==> src/rtl/core_mem_pkg.sv <==
// core_mem_pkg: shared state, grant-owner and width definitions for the memory arbiter
package core_mem_pkg;
  typedef enum logic [1:0] {IDLE, BUSY_IF, BUSY_MA} state_t;
  localparam logic GNT_IF = 1'b0;
  localparam logic GNT_MA = 1'b1;
  localparam int DEF_ADDR_WIDTH = 16;
  localparam int DEF_DATA_WIDTH = 16;
endpackage

==> src/rtl/mem_arb_timer.sv <==
// mem_arb_timer: clearable saturating busy-cycle counter flagging the cycle whose edge reaches the limit
module mem_arb_timer #(
  parameter int TIMEOUT_CYCLES = 255
) (
  input  logic clk,
  input  logic reset,
  input  logic clr,
  input  logic en,
  output logic tc
);
  localparam int W = $clog2(TIMEOUT_CYCLES + 1);
  logic [W-1:0] cnt;
  // count enabled cycles, holding at the limit
  always_ff @(posedge clk or posedge reset) begin
    if (reset) cnt <= '0;
    else if (clr) cnt <= '0;
    else if (en && cnt != W'(TIMEOUT_CYCLES)) cnt <= cnt + W'(1);
  end
  assign tc = en && (cnt == W'(TIMEOUT_CYCLES - 1));
endmodule

==> src/rtl/unified_mem_arbiter.sv <==
// unified_mem_arbiter: shares one single-port memory between fetch and data-access requesters
module unified_mem_arbiter
  import core_mem_pkg::*;
#(
  parameter int ADDR_WIDTH = DEF_ADDR_WIDTH,
  parameter int DATA_WIDTH = DEF_DATA_WIDTH,
  parameter int MAX_MA_STREAK = 4,
  parameter int TIMEOUT_CYCLES = 255
) (
  input  logic                  clk,
  input  logic                  reset,
  input  logic                  if_req,
  input  logic [ADDR_WIDTH-1:0] if_addr,
  output logic                  if_ack,
  output logic [DATA_WIDTH-1:0] if_rdata,
  input  logic                  ma_req,
  input  logic                  ma_we,
  input  logic [ADDR_WIDTH-1:0] ma_addr,
  input  logic [DATA_WIDTH-1:0] ma_wdata,
  output logic                  ma_ack,
  output logic [DATA_WIDTH-1:0] ma_rdata,
  output logic                  mem_req,
  output logic                  mem_we,
  output logic [ADDR_WIDTH-1:0] mem_addr,
  output logic [DATA_WIDTH-1:0] mem_wdata,
  input  logic                  mem_ready,
  input  logic [DATA_WIDTH-1:0] mem_rdata,
  output logic                  stall_if,
  output logic                  stall_ma,
  output logic                  bus_error
);
  localparam int SW = $clog2(MAX_MA_STREAK + 1);
  state_t state;
  logic [SW-1:0] streak;
  logic if_elig, ma_elig, gnt, grant, busy, tc;
  // eligibility masks a requester acked this cycle; MA wins contention until its streak is used up
  always_comb begin
    if_elig = if_req & ~if_ack;
    ma_elig = ma_req & ~ma_ack;
    gnt = (ma_elig & (~if_elig | (streak < SW'(MAX_MA_STREAK)))) ? GNT_MA : GNT_IF;
    grant = (state == IDLE) & (if_elig | ma_elig);
    busy = state != IDLE;
  end
  assign stall_if = if_req & ~if_ack;
  assign stall_ma = ma_req & ~ma_ack;
  mem_arb_timer #(.TIMEOUT_CYCLES(TIMEOUT_CYCLES)) u_timer (
    .clk(clk),
    .reset(reset),
    .clr(~busy),
    .en(busy & ~mem_ready),
    .tc(tc)
  );
  // grant in IDLE, hold the memory port while busy, finish on ready or timeout abort
  always_ff @(posedge clk or posedge reset) begin
    if (reset) begin
      state <= IDLE;
      streak <= '0;
      mem_req <= 1'b0;
      mem_we <= 1'b0;
      mem_addr <= '0;
      mem_wdata <= '0;
      if_ack <= 1'b0;
      ma_ack <= 1'b0;
      if_rdata <= '0;
      ma_rdata <= '0;
      bus_error <= 1'b0;
    end else begin
      if_ack <= 1'b0;
      ma_ack <= 1'b0;
      bus_error <= 1'b0;
      if (grant) begin
        mem_req <= 1'b1;
        mem_addr <= (gnt == GNT_MA) ? ma_addr : if_addr;
        mem_we <= (gnt == GNT_MA) & ma_we;
        mem_wdata <= (gnt == GNT_MA) ? ma_wdata : '0;
        state <= (gnt == GNT_MA) ? BUSY_MA : BUSY_IF;
        streak <= ((gnt == GNT_MA) && if_req) ? ((streak == SW'(MAX_MA_STREAK)) ? streak : streak + SW'(1)) : '0;
      end else if (busy && (mem_ready || tc)) begin
        mem_req <= 1'b0;
        state <= IDLE;
        bus_error <= ~mem_ready;
        if (state == BUSY_IF) begin
          if_ack <= 1'b1;
          if_rdata <= mem_ready ? mem_rdata : '0;
        end else begin
          ma_ack <= 1'b1;
          if (!mem_we) ma_rdata <= mem_ready ? mem_rdata : '0;
        end
      end
    end
  end
endmodule

==> config.mk <==
export PLATFORM = sky130hd
export DESIGN_NAME = unified_mem_arbiter
export DESIGN_NICKNAME = d
export VERILOG_FILES = /design/src/rtl/core_mem_pkg.sv /design/src/rtl/mem_arb_timer.sv /design/src/rtl/unified_mem_arbiter.sv
export SDC_FILE = /design/constraint.sdc
export NUM_CORES = 1
export LEC_CHECK = 0
export CAP_MARGIN = 20
export CORE_ASPECT_RATIO = 0.6
export CORE_MARGIN = 3
export CORE_UTILIZATION = 30
export CTS_CLUSTER_DIAMETER = 150
export CTS_CLUSTER_SIZE = 14
export DETAILED_ROUTE_END_ITERATION = 8
export HOLD_SLACK_MARGIN = 0.03
export PLACE_DENSITY = 0.56
export SLEW_MARGIN = 10
export SYNTH_ARGS = -nofsm -noshare
export SYNTH_HDL_FRONTEND = slang
export SYNTH_HIERARCHICAL = 1
export SYNTH_SLANG_ARGS = --single-unit
==> constraint.sdc <==
create_clock -name clk -period 7.5 [get_ports clk]
set_input_delay 2.25 -clock clk [delete_from_list [all_inputs] [get_ports clk]]
set_output_delay 2.25 -clock clk [all_outputs]
set_load 0.1 [all_outputs]
* Word level (Yosys, flattened, before mapping)
Index checks and enable logic that the tools add are counted.
** Word-level totals
- Register bits :: 82
- Bits in latches :: 0
- Memory bits (writable) :: 0
- Memory bits (read-only) :: 0
- Bits of input ports :: 70
- Output and inout bits :: 71
- Memories kept :: 0
** Operators by class
- $add $sub $neg :: 2
- Multipliers :: 0
- Div/mod/pow operators :: 0
- Order comparisons :: 1
- Equality and inequality tests :: 6
- Shift-type cells :: 0
- Multiplexer cells :: 21
- Bitwise gates (word level) :: 15
- Reductions and logical operators :: 11
** Operators by type and width (count)
- $mux 16 :: 3
- $mux 8 :: 2
- $mux 1 :: 11
- $add 8x1->8 const B :: 1
- $eq 8x8->1 const B :: 1
- $ne 8x8->1 const B :: 1
- $not 1->1 :: 7
- $and 1x1->1 :: 6
- $mux 2 :: 3
- $mux 3 :: 2
- $logic_and 1x1->1 :: 4
- $reduce_and 4->1 :: 1
- $reduce_bool 2->1 :: 2
- $add 3x1->3 const B :: 1
- $eq 3x3->1 const B :: 1
- $lt 3x3->1 const B :: 1
- $reduce_and 3->1 :: 1
- $eq 2x1->1 const B :: 1
- $logic_not 2->1 :: 1
- $ne 2x1->1 const B :: 1
- $ne 2x2->1 const B :: 1
- $or 1x1->1 :: 2
- $reduce_and 2->1 :: 1
- $logic_or 1x1->1 :: 1

* Logic depth before layout (Yosys ltp)
Gate-level depths: netlist of run 1.
- Depth after elaboration :: 9
- Gate-level depth with buffers :: 9
- Depth with buffers taken out :: 7

* Hierarchy
The synthesis of run 1 kept the hierarchy.
** By module, submodules not included
- unified_mem_arbiter :: times used 1, cells each 241, area each 2942.8 um^2, seq. area each 1851.8 um^2
- mem_arb_timer :: times used 1, cells each 50, area each 442.9 um^2, seq. area each 200.2 um^2

* Least setup slack after synthesis of run 1
OpenSTA, ideal clock, no wires.
- Path type :: in2out
- Start :: input ma_req
- End :: output stall_ma
- Data arrival time :: 2.778 ns
- Path slack :: 2.472 ns
- Stages on the path :: 2
- Path through :: nand2b_1 -> inv_2
** On the way
- Cells in the longest elaborated chain, start to end :: 1
** Ends and longest elaborated chain
- start, declared :: line unified_mem_arbiter.sv:16 : input logic ma_req,
- $and 1x1->1 :: line unified_mem_arbiter.sv:45 : assign stall_ma = ma_req & ~ma_ack;
- end, declared :: line unified_mem_arbiter.sv:29 : output logic stall_ma,
No other way between the ends.

* Worst setup path in the final report of run 1
- Start :: input if_req
- End :: output stall_if
** On the way
- Cells in the longest elaborated chain, start to end :: 1
** Ends and longest elaborated chain
- start, declared :: line unified_mem_arbiter.sv:12 : input logic if_req,
- $and 1x1->1 :: line unified_mem_arbiter.sv:44 : assign stall_if = if_req & ~if_ack;
- end, declared :: line unified_mem_arbiter.sv:28 : output logic stall_if,
No other way between the ends.

==> results of run 1 <==
cell usage after synthesis (all sizes together), types with 2 or more instances:
cell / count / area share
clkbuf: 5 / 0.0059
nor2b: 2 / 0.0059
o21ai: 24 / 0.037
nand4: 3 / 0.0055
nand2b: 2 / 0.0037
inv: 25 / 0.028
or3b: 2 / 0.0052
and3: 2 / 0.0037
buf: 14 / 0.028
ha: 4 / 0.015
a31oi: 2 / 0.0037
a222oi: 16 / 0.047
and4: 2 / 0.0052
nand3: 6 / 0.0089
nand2: 34 / 0.038
a22o: 34 / 0.088
dfrtp: 82 / 0.61
nor3: 3 / 0.0044
a21oi: 3 / 0.0044
nor2: 12 / 0.015
tightest hold or removal path, cell delays in order (launching register included):
cell and delay [ns]:
dfrtp_1 0.35, nand2_1 0.05, o21ai_0 0.06
worst max path at each step:
stage | slack, ns | to | startpoint | depth (start not counted)
after global routing | 1.83 | stall_if | if_req | 3
after floorplan | 2.47 | stall_ma | ma_req | 2
final | 1.85 | stall_if | if_req | 3
after global placement | 1.88 | stall_if | if_req | 3
after CTS | 1.86 | stall_if | if_req | 3
after detailed placement | 1.87 | stall_if | if_req | 3
registers in the layout, indices dropped and copies added, names as in the netlist:
name / cells
if_rdata: 16
bus_error: 1
mem_addr: 16
u_timer/cnt: 8
mem_req: 1
mem_we: 1
mem_wdata: 16
ma_ack: 1
streak: 3
state: 2
ma_rdata: 16
if_ack: 1
logic make-up after synthesis:
family / count (synthesis) / share of synthesized area
XOR/XNOR: 1 / 0.00259
buffers and inverters: 44 / 0.0621
AND/OR/NAND/NOR: 72 / 0.104
flip-flops: 82 / 0.606
multiplexers: 2 / 0.00628
adder cells (fa/ha/maj): 4 / 0.0148
AO/OA/AOI/OAI: 86 / 0.204
layout make-up:
type / count / area (um2)
multi-input cells: 165 / 1120
repair buffers: 144 / 1430
inverters: 25 / 95.1
fillers: 947 / 5600
flip-flops and latches: 82 / 2050
clock inverters: 4 / 50.0
clock buffers: 12 / 256
well taps: 139 / 174
per-layer routing:
metal,global-route usage,wire [um],share of wire,up-vias
li1,-,-,-,1321
met1,0.219,4650,0.47,1378
met2,0.211,3960,0.40,112
met3,0.0880,1140,0.12,9
met4,0.0423,109,0.011,0
met5,0,0,0,-
stage by stage:
step	hold slack [ns]	std cells	util	worst slack [ns]	area (um2)
2_1_floorplan	0.500	291	-	2.47	3390
4_1_cts	0.493	570	0.480	1.86	5170
6_report	0.487	571	0.481	1.85	5180
5_1_grt	0.518	571	0.481	1.83	5180
3_5_place_dp	0.474	554	0.451	1.87	4860
3_3_place_gp	0.462	554	0.451	1.88	4860
==> flow_summary.toml, run 1 <==
[hold_path]
hold_end = "ma_rdata[9]$_DFFE_PP0P_"
min_from = "ma_rdata[9]$_DFFE_PP0P_"
min_path_type = "reg2reg"
whs_path_depth = 2

[routing]
drc_errors = 0
wl_per_cell_um = 17.3
dr.first_iter.drc_count = 210
num_vias = 2820
postRouteAntennaNets = 0
first_pass_iters = 5
wl_mm = 9.86
viasPerCell = 4.94

[cts]
postCtsSetupRepairBufs = 0
cts_max_level = 3
insertion_delay_ns = 0.33
ctsRootBufferMaster = "clkbuf_16"
cts_buffer_depth = 2
cts.sinks = 82
cts_buffers = 9
cts.hold.buffers_added = 0
cts.clk_slew.worst_paths_ns = 0.06
cts_tree = "done"
cts_resized = 0

[timing]
max_freq_mhz = 177
setup_viol = 0
finalSetupTns_ns = 0
worstMarginPinSlew_ns = 1.07
slew_headroom = 0.285
rsz0062_at_grt = "no"
fin_crit_ns = 5.65
maxSlewViolCount = 0
hold_viol = 0
timing.final.crit_share = 0.753
skew_ns = 0.00525

[placed_design]
gp_congestion = 0.749
dp_hpwl_mm = 6.96
port_buffers = 140

[worst_setup_path]
cp_slowest_cell = "clkdlybuf4s50_1"
reg2reg_from = "state[1]$_DFFE_PP0P_"
cp.arrival_ns = 3.40
r2r_setup_slack_ns = 4.79
timing.rr.end = "ma_rdata[7]$_DFFE_PP0P_"
cp-start-kind = "primary input"
worst_setup_path_end_kind = "primary output"
path_cells = "clkdlybuf4s50_1, nor2b_4, buf_4"
crit_family = "buffers and inverters"
r2r_cells = 6
crit_path_max_incr_delay_ns = 0.55
worstPathMaxFanout = 5
critPathRequiredTime_ns = 5.25
path_class = "in2out"
cp_num_buf_inv = 2

[floorplan]
fp-row-count = 29
start_util = 0.314
die_w_um = 143
ioPinCount = 141
die_h_um = 88.3
core_area_um2 = 10800
die-area_um2 = 12600

[finish]
drive_gt1_frac = 0.0718
fin_nets = 501
mostFrequentLayoutCell = "clkdlybuf4s50_1"
area_growth_syn_to_layout_pct = 53.0
antennaDiodeCount = 0
final_cell_mix = "clkdlybuf4s50_1, dfrtp_1, a22o_1, nand2_1, inv_1"

[global_route]
antenna_found_initial = 0
grt_pass1_wl_mm = 15.3
track_usage = 0.158
overflow = 0
grt_pass1_vias = 2822
grt_max_degree = 41

[yosys]
synth_warnings = 6
ys_seq_area_frac = 0.606
async_reset_ff_frac = 1.00
synth-seq-cells = 82
synthFlopType = "dfrtp_1"
synth_edf_count = 0
synthDistinctLibCells = 44
synth.avg_cell_area_um2 = 11.6
synth_area_um2 = 3390
syn_nets = 365
synth_cells = 291

[flow_run]
maxCapViolations = 0

[status]
status = "finished, final reports clean"
Power of run 1 is not shown: default switching activity piles up to over one toggle a cycle in this logic, so the estimate is an artifact.
==> run 2, diff against run 1 <==
clock period = 5.5 ns   (was 7.5 ns; I/O delays follow)
==> flow_summary.toml, run 2 (synthesis results as in run 1) <==
[status]
status = "finished, final reports clean"

[global_route]
overflow = 0
grt_pass1_wl_mm = 15.0
grt_pass1_vias = 2762
antenna_found_initial = 0
grt_max_degree = 41
track_usage = 0.156

[timing]
worstMarginPinSlew_ns = 1.03
hold_ws_ns = 0.481
maxSlewViolCount = 0
max_freq_mhz = 225
rsz0062_at_grt = "no"
worst_slack_ns = 1.05
slew_headroom = 0.309
hold_viol = 0
setup_viol = 0
timing.final.crit_share = 0.809
fin_crit_ns = 4.45
skew_ns = 0.00783
finalSetupTns_ns = 0

[worst_setup_path]
reg2reg_from = "state[1]$_DFFE_PP0P_"
cp-start-kind = "primary input"
path_class = "in2out"
cp-endpoint = "stall_if"
crit_start = "if_req"
r2r_setup_slack_ns = 2.84
timing.rr.end = "if_rdata[12]$_DFFE_PP0P_"
critPathRequiredTime_ns = 3.85
cp.arrival_ns = 2.80
r2r_cells = 6
worst_setup_path_end_kind = "primary output"
worstPathMaxFanout = 5

[finish]
final_cells = 570
drive_gt1_frac = 0.0696
antennaDiodeCount = 0
fin_nets = 501
final_cell_mix = "clkdlybuf4s50_1, dfrtp_1, a22o_1, nand2_1, inv_1"
mostFrequentLayoutCell = "clkdlybuf4s50_1"
area_growth_syn_to_layout_pct = 53.3

[flow_run]
maxCapViolations = 0

[routing]
wl_mm = 9.77
num_vias = 2742
wl_per_cell_um = 17.1
viasPerCell = 4.81
postRouteAntennaNets = 0
first_pass_iters = 5
drc_errors = 0
dr.first_iter.drc_count = 224

[cts]
cts_buffer_depth = 2
cts_buffers = 9
ctsRootBufferMaster = "clkbuf_16"
cts.sinks = 82
insertion_delay_ns = 0.33
cts_max_level = 3
cts_resized = 0
cts_tree = "done"
cts.hold.buffers_added = 0
cts.clk_slew.worst_paths_ns = 0.06
postCtsSetupRepairBufs = 0

[floorplan]
die_h_um = 88.3
ioPinCount = 141
core_area_um2 = 10800
fp-row-count = 29
start_util = 0.314
die-area_um2 = 12600
die_w_um = 143

[placed_design]
pre_cts_ws_ns = 1.05
dp.cells = 555
dp_hpwl_mm = 6.95
gp_congestion = 0.776
port_buffers = 140

[hold_path]
min_path_type = "reg2reg"
min_from = "ma_rdata[1]$_DFFE_PP0P_"
run 2: cell type report:
class                           instances  area (um2)
Clock buffer                           11         243
Clock inverter                          4        76.3
Fill cell                             964        5590
Inverter                               25        95.1
Multi-Input combinational cell        165        1120
Sequential cell                        82        2050
Tap cell                              139         174
Timing Repair Buffer                  144        1430
run 2: worst max-delay path, stage by stage:
cell,delay (ns)
clkdlybuf4s50_1,0.55
nor2b_4,0.27
buf_4,0.33
run 2: stage by stage:
step | util | instance area, um2
finish | 0.482 | 5190
CTS | 0.482 | 5190
global route | 0.482 | 5190
global placement | 0.452 | 4870
detailed placement | 0.452 | 4870
floorplan | - | 3390
run 2: how the worst min path moves through the flow:
stage,endpoint,slack (ns),cells after the start
after global placement,ma_rdata[9]$_DFFE_PP0P_,0.46,2
after detailed placement,ma_rdata[1]$_DFFE_PP0P_,0.47,2
after CTS,ma_rdata[1]$_DFFE_PP0P_,0.48,2
final,ma_rdata[1]$_DFFE_PP0P_,0.48,2
after global routing,ma_rdata[10]$_DFFE_PP0P_,0.51,2
after floorplan,streak[1]$_DFFE_PP0P_,0.50,1
run 2: per-layer routing:
layer | routed length (um) | track usage
met2 | 4020 | 0.211
met3 | 1090 | 0.0869
met1 | 4570 | 0.216
met4 | 93 | 0.0414
met5 | 0 | 0
Power of run 2 is left out for the same reason.
